## src/rtl/display_mux.sv

```systemverilog
// Scanned driver for an N-digit common-anode, active-low 7-segment bank.
// Latches a hex word on Cargar and shows one digit per DIV-cycle slot.
module display_mux #(
    parameter int N_DIG      = 8,
    parameter int DIV        = 100000,
    parameter bit ZERO_BLANK = 1'b0
) (
    input  logic               Clk,
    input  logic               Rst_n,
    input  logic               Cargar,
    input  logic [4*N_DIG-1:0] Dato,
    input  logic [N_DIG-1:0]   Punto,
    input  logic [N_DIG-1:0]   Habilita,
    output logic [7:0]         Salida,
    output logic [N_DIG-1:0]   AN,
    output logic [3:0]         Led
);

    localparam int PW = (DIV > 1) ? $clog2(DIV) : 1;
    localparam int IW = $clog2(N_DIG);

    logic [PW-1:0]      pcnt_q, pcnt_d;
    logic [IW-1:0]      idx_q, idx_d;
    logic [4*N_DIG-1:0] sdat_q, sdat_d;
    logic [N_DIG-1:0]   sdp_q, sdp_d;
    logic [N_DIG-1:0]   sen_q, sen_d;
    logic [7:0]         salida_q, salida_d;
    logic [N_DIG-1:0]   an_q, an_d;
    logic               tick;
    logic               acc;
    logic [N_DIG-1:0]   lead_blank;
    logic [3:0]         nib;
    logic [7:0]         code;

    function automatic logic [7:0] seg_code(input logic [3:0] v);
        case (v)
            4'h0: seg_code = 8'h03;
            4'h1: seg_code = 8'h9F;
            4'h2: seg_code = 8'h25;
            4'h3: seg_code = 8'h0D;
            4'h4: seg_code = 8'h99;
            4'h5: seg_code = 8'h49;
            4'h6: seg_code = 8'h41;
            4'h7: seg_code = 8'h1F;
            4'h8: seg_code = 8'h01;
            4'h9: seg_code = 8'h19;
            4'hA: seg_code = 8'h11;
            4'hB: seg_code = 8'hC1;
            4'hC: seg_code = 8'h63;
            4'hD: seg_code = 8'h85;
            4'hE: seg_code = 8'h61;
            default: seg_code = 8'h71;
        endcase
    endfunction

    always_comb begin
        tick   = (pcnt_q == PW'(DIV - 1));
        pcnt_d = tick ? '0 : pcnt_q + PW'(1);
        idx_d  = idx_q;
        if (tick) begin
            idx_d = (idx_q == IW'(N_DIG - 1)) ? '0 : idx_q + IW'(1);
        end

        // Walk from the top digit down: a digit is a leading zero until some
        // enabled digit at or above it carries a nonzero nibble or a lit dp.
        acc = 1'b0;
        lead_blank = '0;
        for (int k = N_DIG - 1; k >= 0; k--) begin
            acc = acc | (sen_q[k] & ((sdat_q[4*k +: 4] != 4'h0) | sdp_q[k]));
            lead_blank[k] = ~acc;
        end

        // The output register samples the old shadow contents for the new slot.
        nib  = sdat_q[{idx_d, 2'b00} +: 4];
        code = seg_code(nib);
        if (sdp_q[idx_d]) begin
            code[0] = 1'b0;
        end
        if (!sen_q[idx_d] || (ZERO_BLANK && (idx_d != '0) && lead_blank[idx_d])) begin
            code = 8'hFF;
        end

        salida_d = tick ? code : salida_q;
        an_d     = tick ? ~(N_DIG'(1) << idx_d) : an_q;

        sdat_d = Cargar ? Dato     : sdat_q;
        sdp_d  = Cargar ? Punto    : sdp_q;
        sen_d  = Cargar ? Habilita : sen_q;
    end

    always_ff @(posedge Clk or negedge Rst_n) begin
        if (!Rst_n) begin
            pcnt_q   <= '0;
            idx_q    <= '0;
            sdat_q   <= '0;
            sdp_q    <= '0;
            sen_q    <= '0;
            salida_q <= 8'hFF;
            an_q     <= '1;
        end else begin
            pcnt_q   <= pcnt_d;
            idx_q    <= idx_d;
            sdat_q   <= sdat_d;
            sdp_q    <= sdp_d;
            sen_q    <= sen_d;
            salida_q <= salida_d;
            an_q     <= an_d;
        end
    end

    assign Salida = salida_q;
    assign AN     = an_q;
    assign Led    = sdat_q[3:0];

endmodule

```

## config.mk

```make
export PLATFORM = sky130hd
export DESIGN_NAME = display_mux
export DESIGN_NICKNAME = d
export VERILOG_FILES = /design/src/rtl/display_mux.sv
export SDC_FILE = /design/constraint.sdc
export NUM_CORES = 1
export LEC_CHECK = 0
export CAP_MARGIN = 20
export CORE_MARGIN = 4
export CORE_UTILIZATION = 41
export DETAILED_ROUTE_END_ITERATION = 10
export GPL_TIMING_DRIVEN = 0
export SYNTH_ARGS = -nofsm -noshare
export SYNTH_HDL_FRONTEND = slang
export SYNTH_SLANG_ARGS = --single-unit
```

## constraint.sdc

```tcl
create_clock -name Clk -period 7.1 [get_ports Clk]
set_clock_uncertainty 0.1 [all_clocks]
set_input_delay 0.71 -clock Clk [delete_from_list [all_inputs] [get_ports Clk]]
set_output_delay 0.71 -clock Clk [all_outputs]
set_load 0.03 [all_outputs]
```

==> results of run 1 <==
[critical path, delay by kind of cell, from the launching register on]
family	cells	cell delay, ns
AOI/OAI and AO/OA	3	0.71
and+or+nand+nor	3	1.19
buffers and inverters	2	0.73
DFF	1	0.44
muxes	2	0.87
adders and majority gates	1	0.34
[how the worst max path moves through the flow]
stage,endpoint,cells after the start
5_1_grt,Salida[4],12
3_5_place_dp,Salida[4],12
3_3_place_gp,sdat_q[29],1
4_1_cts,Salida[4],12
2_1_floorplan,Salida[4],11
6_report,Salida[4],11
[flip-flops by register name, indices dropped and copies added, names as in the netlist]
register / flops
pcnt_q: 17
AN: 8
Salida: 8
sen_q: 8
idx_q: 3
sdat_q: 32
sdp_q: 8
[report_power, final]
part / internal [W] / total, W / switching (W)
sequential: 0.000506 / 0.000522 / 0.0000164
combinational: 0.0000752 / 0.000129 / 0.0000542
clock: 0.000248 / 0.000433 / 0.000185
total: 0.000829 / 0.00108 / 0.000255
[placed cells by master, fill, tap and decap left out, types with 9 or more instances in the layout]
master	n
mux2_2	46
a21oi_1	15
clkbuf_1	11
mux2i_1	17
clkbuf_8	10
buf_4	9
clkdlybuf4s50_1	68
inv_1	13
dfstp_2	16
dfrtp_1	68
nor2_1	34
o21ai_0	11
ha_1	9
nand2_1	21
[kinds of logic (layout without fill, tap and decap cells)]
kind of cell / Yosys count / in the layout / synth area share
and+or+nand+nor: 104 / 104 / 0.131
DFF: 84 / 84 / 0.499
AOI/OAI and AO/OA: 65 / 65 / 0.108
muxes: 64 / 64 / 0.167
buffers and inverters: 36 / 124 / 0.0412
xor gates and xnor gates: 13 / 13 / 0.0268
adders and majority gates: 9 / 9 / 0.0265
[per-layer routing]
layer | vias up | global-route usage | share of wire
met5 | - | 0 | 0
met1 | 1529 | 0.243 | 0.49
met4 | 0 | 0.0454 | 0.0069
met3 | 4 | 0.0311 | 0.044
li1 | 1508 | - | -
met2 | 69 | 0.255 | 0.46
[metrics by stage]
step / setup WS (ns) / util / area (um^2) / hold WS [ns]
2_1_floorplan: 3.16 / - / 4250 / 0.314
3_3_place_gp: 2.19 / 0.513 / 5110 / 0.372
3_5_place_dp: 2.65 / 0.516 / 5140 / 0.375
4_1_cts: 2.62 / 0.542 / 5400 / 0.106
5_1_grt: 2.30 / 0.543 / 5410 / 0.111
6_report: 2.64 / 0.543 / 5410 / 0.0953
[layout make-up]
cell class                 instances  area, um^2  area share
sequential                        84        2120       0.393
clock buffer                      10         138      0.0255
inverter                          13        48.8     0.00903
multi-input combinational        255        1950       0.362
buffer                            23         126      0.0234
timing repair buffer              72         731       0.135
tap                              133         166      0.0308
clock inverter                     6         119      0.0220
==> results.cfg, run 1 <==
[critical_path]
r2r_setup_slack_ns = 2.64
worstPathArrival_ns = 4.64
cp_max_fo = 10
path_cells = or4b_4, nor4_2, buf_6, mux2i_1, clkbuf_1, o221ai_1, a21oi_1, nor2_1, ha_1, mux4_2, o22a_1
cp_slowest_cell = or4b_4
critPathMaxStageDelay_ns = 0.60
crit_start = pcnt_q[12]
crit_required_ns = 7.29
path_class = reg2reg
endpoint_kind = flop
ff2ff_path_depth = 11
crit_path_start_kind = flop
crit-reg2reg-capture = Salida[4]
r2r-start = pcnt_q[12]

[clocking]
clock_latency_ns = 0.36
cts_buffers = 9
clk_pin_slew_ns = 0.10
hold_buffers = 0
root_buffer = clkbuf_8
cts_resized = 0
cts_setup_buffers = 0
clock_path_buffers = 2
htreeDepth = 3
cts_tree = done
cts.sinks = 84

[logic_synthesis]
mappedNetlistNets = 435
synth_top_area_share = 0.400
avgSynthCellArea_um2 = 11.3
yosysWarnings = 0
synth.most_common_cell = dfrtp_1
syn_area_um2 = 4250
synthFlopType = dfrtp_1
synth_edf_count = 0
synth.area.top_cells = dfrtp_1, mux2_2, dfstp_2
synthArstFlopShare = 1.00
synth_cell_type_count = 54
synth.top_cells.by_count = dfrtp_1, mux2_2, nor2_1
yosysSeqAreaShare = 0.499
synth_top_cell_by_area = dfrtp_1
ys_seq_elements = 84
syn_inst = 375

[power_and_ir_drop]
power.leakage_nw = 2.23
vdd_ir_drop_max_v = 0.0000955
powerDensity_nw_per_um2 = 201
power.total_w = 0.00108

[sta]
drv_slew = 0
hold_viol = 0
post-route-period-util = 0.628
min_period_ns = 4.46
grt_setup_unrepaired = no
final-setup-viol-count = 0
final.setup.tns_ns = 0
max_slew.worst_pin.slew_ns = 0.685
slew_headroom = 0.530
clock.fmax_mhz = 224

[routing]
wl_per_cell_um = 16.1
drc = 0
via_count = 3110
drt-total-wl_mm = 9.58
drt_iter0_markers = 147
via_per_inst = 5.22
drtPass1Iterations = 6
drtAntennaViolNets = 0

[hold_path]
holdCritPathClass = in2async

[global_route]
antenna_found_initial = 0
grt_remaining_overflow = 0
grt_start_max_net_pins = 70
grt_pass1_wl_mm = 15.6
track_usage = 0.167
grt_pass1_vias = 3148

[status]
outcome = complete, no violations

[floorplan]
die_w_um = 110
rows = 36
die_area_um2 = 12100
die_h_um = 110
ios = 71
start_util = 0.427
core_region_area_um2 = 9950

[placed_design]
io_buffers = 69
post-dp-hpwl_mm = 7.11
dp.cells = 579
gp_congestion = 0.800

[job]
maxCapViolCount = 0

[layout]
fin_nets = 518
syn2layout_area_growth_pct = 27.1
fill_cells = 872
drive_gt1_frac = 0.227
instances_no_fill = 596
num_antenna_cells = 0
(Power assumes the default switching activity.)
==> run 2, diff against run 1 <==
==> constraint.sdc (replaced) <==
create_clock -name Clk -period 4.2 [get_ports Clk]
set_clock_uncertainty 0.1 [all_clocks]
set_input_delay 0.42 -clock Clk [delete_from_list [all_inputs] [get_ports Clk]]
set_output_delay 0.42 -clock Clk [all_outputs]
set_load 0.03 [all_outputs]
==> results.cfg, run 2 (same netlist as run 1, synthesis figures left out) <==
[status]
outcome = complete, no violations

[hold_path]
holdCritPathClass = in2async

[global_route]
grt.met1_usage = 0.245
grt_pass1_vias = 3184
grt_start_max_net_pins = 70
grt_use_met2 = 0.253
track_usage = 0.168
antenna_found_initial = 0
grt_pass1_wl_mm = 15.7
grt_remaining_overflow = 0
busiest_layer = met2
globalRouteMet3Util = 0.0311

[critical_path]
endpoint_kind = flop
r2r_setup_slack_ns = 0.17
crit_required_ns = 4.39
crit-reg2reg-capture = Salida[4]
path_class = reg2reg
ff2ff_path_depth = 12
r2r-start = pcnt_q[12]
crit_path_start_kind = flop
cp_max_fo = 10
worstPathArrival_ns = 4.22

[power_and_ir_drop]
power.leakage_nw = 2.26
powerDensity_nw_per_um2 = 335
vdd_ir_drop_max_v = 0.000162

[floorplan]
ios = 71
die_h_um = 110
start_util = 0.427
die_area_um2 = 12100
die_w_um = 110
core_region_area_um2 = 9950
rows = 36

[clocking]
root_buffer = clkbuf_8
clock_latency_ns = 0.36
cts.sinks = 84
clock_path_buffers = 2
cts_buffers = 9
htreeDepth = 3
cts_tree = done
clk_pin_slew_ns = 0.09

[sta]
max_slew.worst_pin.slew_ns = 0.707
holdWs_ns = 0.354
hold_viol = 0
grt_setup_unrepaired = no
clock.fmax_mhz = 248
slew_headroom = 0.520
final-setup-viol-count = 0
min_period_ns = 4.03
post-route-period-util = 0.958
drv_slew = 0

[layout]
largest_reg_flops = 32
finish.utilization = 0.552
fin_nets = 519
largest_register = sdat_q
drive_gt1_frac = 0.248
fill_cells = 865
reg_top3 = sdat_q x32, pcnt_q x17
num_antenna_cells = 0
syn2layout_area_growth_pct = 29.1
seqCellArea_um2 = 2120
layout_common_cells = dfrtp_1, clkdlybuf4s50_1, mux2_2, nor2_1, nand2_1
multi_input_area_um2 = 2020

[routing]
drtPass1Iterations = 4
via_count = 3119
drt-total-wl_mm = 9.66
via_per_inst = 5.22
wl_per_cell_um = 16.2
drc = 0
drtAntennaViolNets = 0
drt_iter0_markers = 145

[placed_design]
gp_congestion = 0.800
post-dp-hpwl_mm = 7.11
io_buffers = 69

[job]
maxCapViolCount = 0
-- run 2: how the worst max path moves through the flow --
stage	start	end	slack (ns)	cells after the start
6_report	pcnt_q[12]	Salida[4]	0.17	12
5_1_grt	pcnt_q[12]	Salida[4]	0.005	12
4_1_cts	pcnt_q[12]	Salida[4]	0.08	12
3_5_place_dp	pcnt_q[12]	Salida[4]	-0.25	12
3_3_place_gp	pcnt_q[12]	Salida[4]	-0.54	11
2_1_floorplan	pcnt_q[12]	Salida[4]	0.26	11
-- run 2: cell type report --
type                    instances  share of cell area
plain buffers                  23              0.0242
clock buffers                  10              0.0251
clock inverters                 6              0.0216
inverters                      13             0.00889
multi-input cells             255               0.369
flip-flops and latches         84               0.387
well taps                     133              0.0303
repair buffers                 73               0.135
-- run 2: per-layer routing --
layer | up-vias | routed length [um]
met2 | 80 | 4340
met5 | - | 0
li1 | 1511 | -
met3 | 13 | 420
met1 | 1515 | 4770
met4 | 0 | 128
-- run 2: critical path, cell delays in order (launching register included) --
cell and delay (ns):
dfrtp_1 0.44, or4b_4 0.61, nor4_4 0.38, buf_6 0.24, mux2i_2 0.30, clkbuf_4 0.30, o221a_1 0.22, o21ai_0 0.09
and2_1 0.23, inv_1 0.15, ha_1 0.27, mux4_2 0.46, o22a_1 0.17
-- run 2: per-stage QoR --
| step | cells | area [um^2] | TNS [ns] | total power, W | setup slack (ns) |
|---|---|---|---|---|---|
| 3_3_place_gp | 577 | 5110 | -30.32 | 0.00111 | -0.545 |
| 2_1_floorplan | 375 | 4250 | 0 | 0.00102 | 0.264 |
| 5_1_grt | 597 | 5490 | 0 | 0.00190 | 0.00497 |
| 3_5_place_dp | 579 | 5140 | -0.304 | 0.00112 | -0.251 |
| 6_report | 597 | 5490 | 0 | 0.00184 | 0.175 |
| 4_1_cts | 596 | 5460 | 0 | 0.00185 | 0.0797 |
-- run 2: what timing repair did --
| item | CTS | global route |
|---|---|---|
| hold buffers | 1 | 0 |
| endpoints found under the hold margin | 6 | 0 |
| pin swaps | 0 | 1 |
| gates resized for setup | 11 | 6 |
| buffers inserted | 0 | 1 |
| endpoints found under the setup margin | 4 | 1 |
| cloned | 0 | 0 |
-- run 2: power breakdown --
| part | leakage [nW] | switching, W | internal [W] | total, W |
|---|---|---|---|---|
| clock | 0.129 | 0.000317 | 0.000419 | 0.000736 |
| sequential | 0.992 | 0.0000280 | 0.000855 | 0.000883 |
| combinational | 1.14 | 0.0000931 | 0.000129 | 0.000222 |
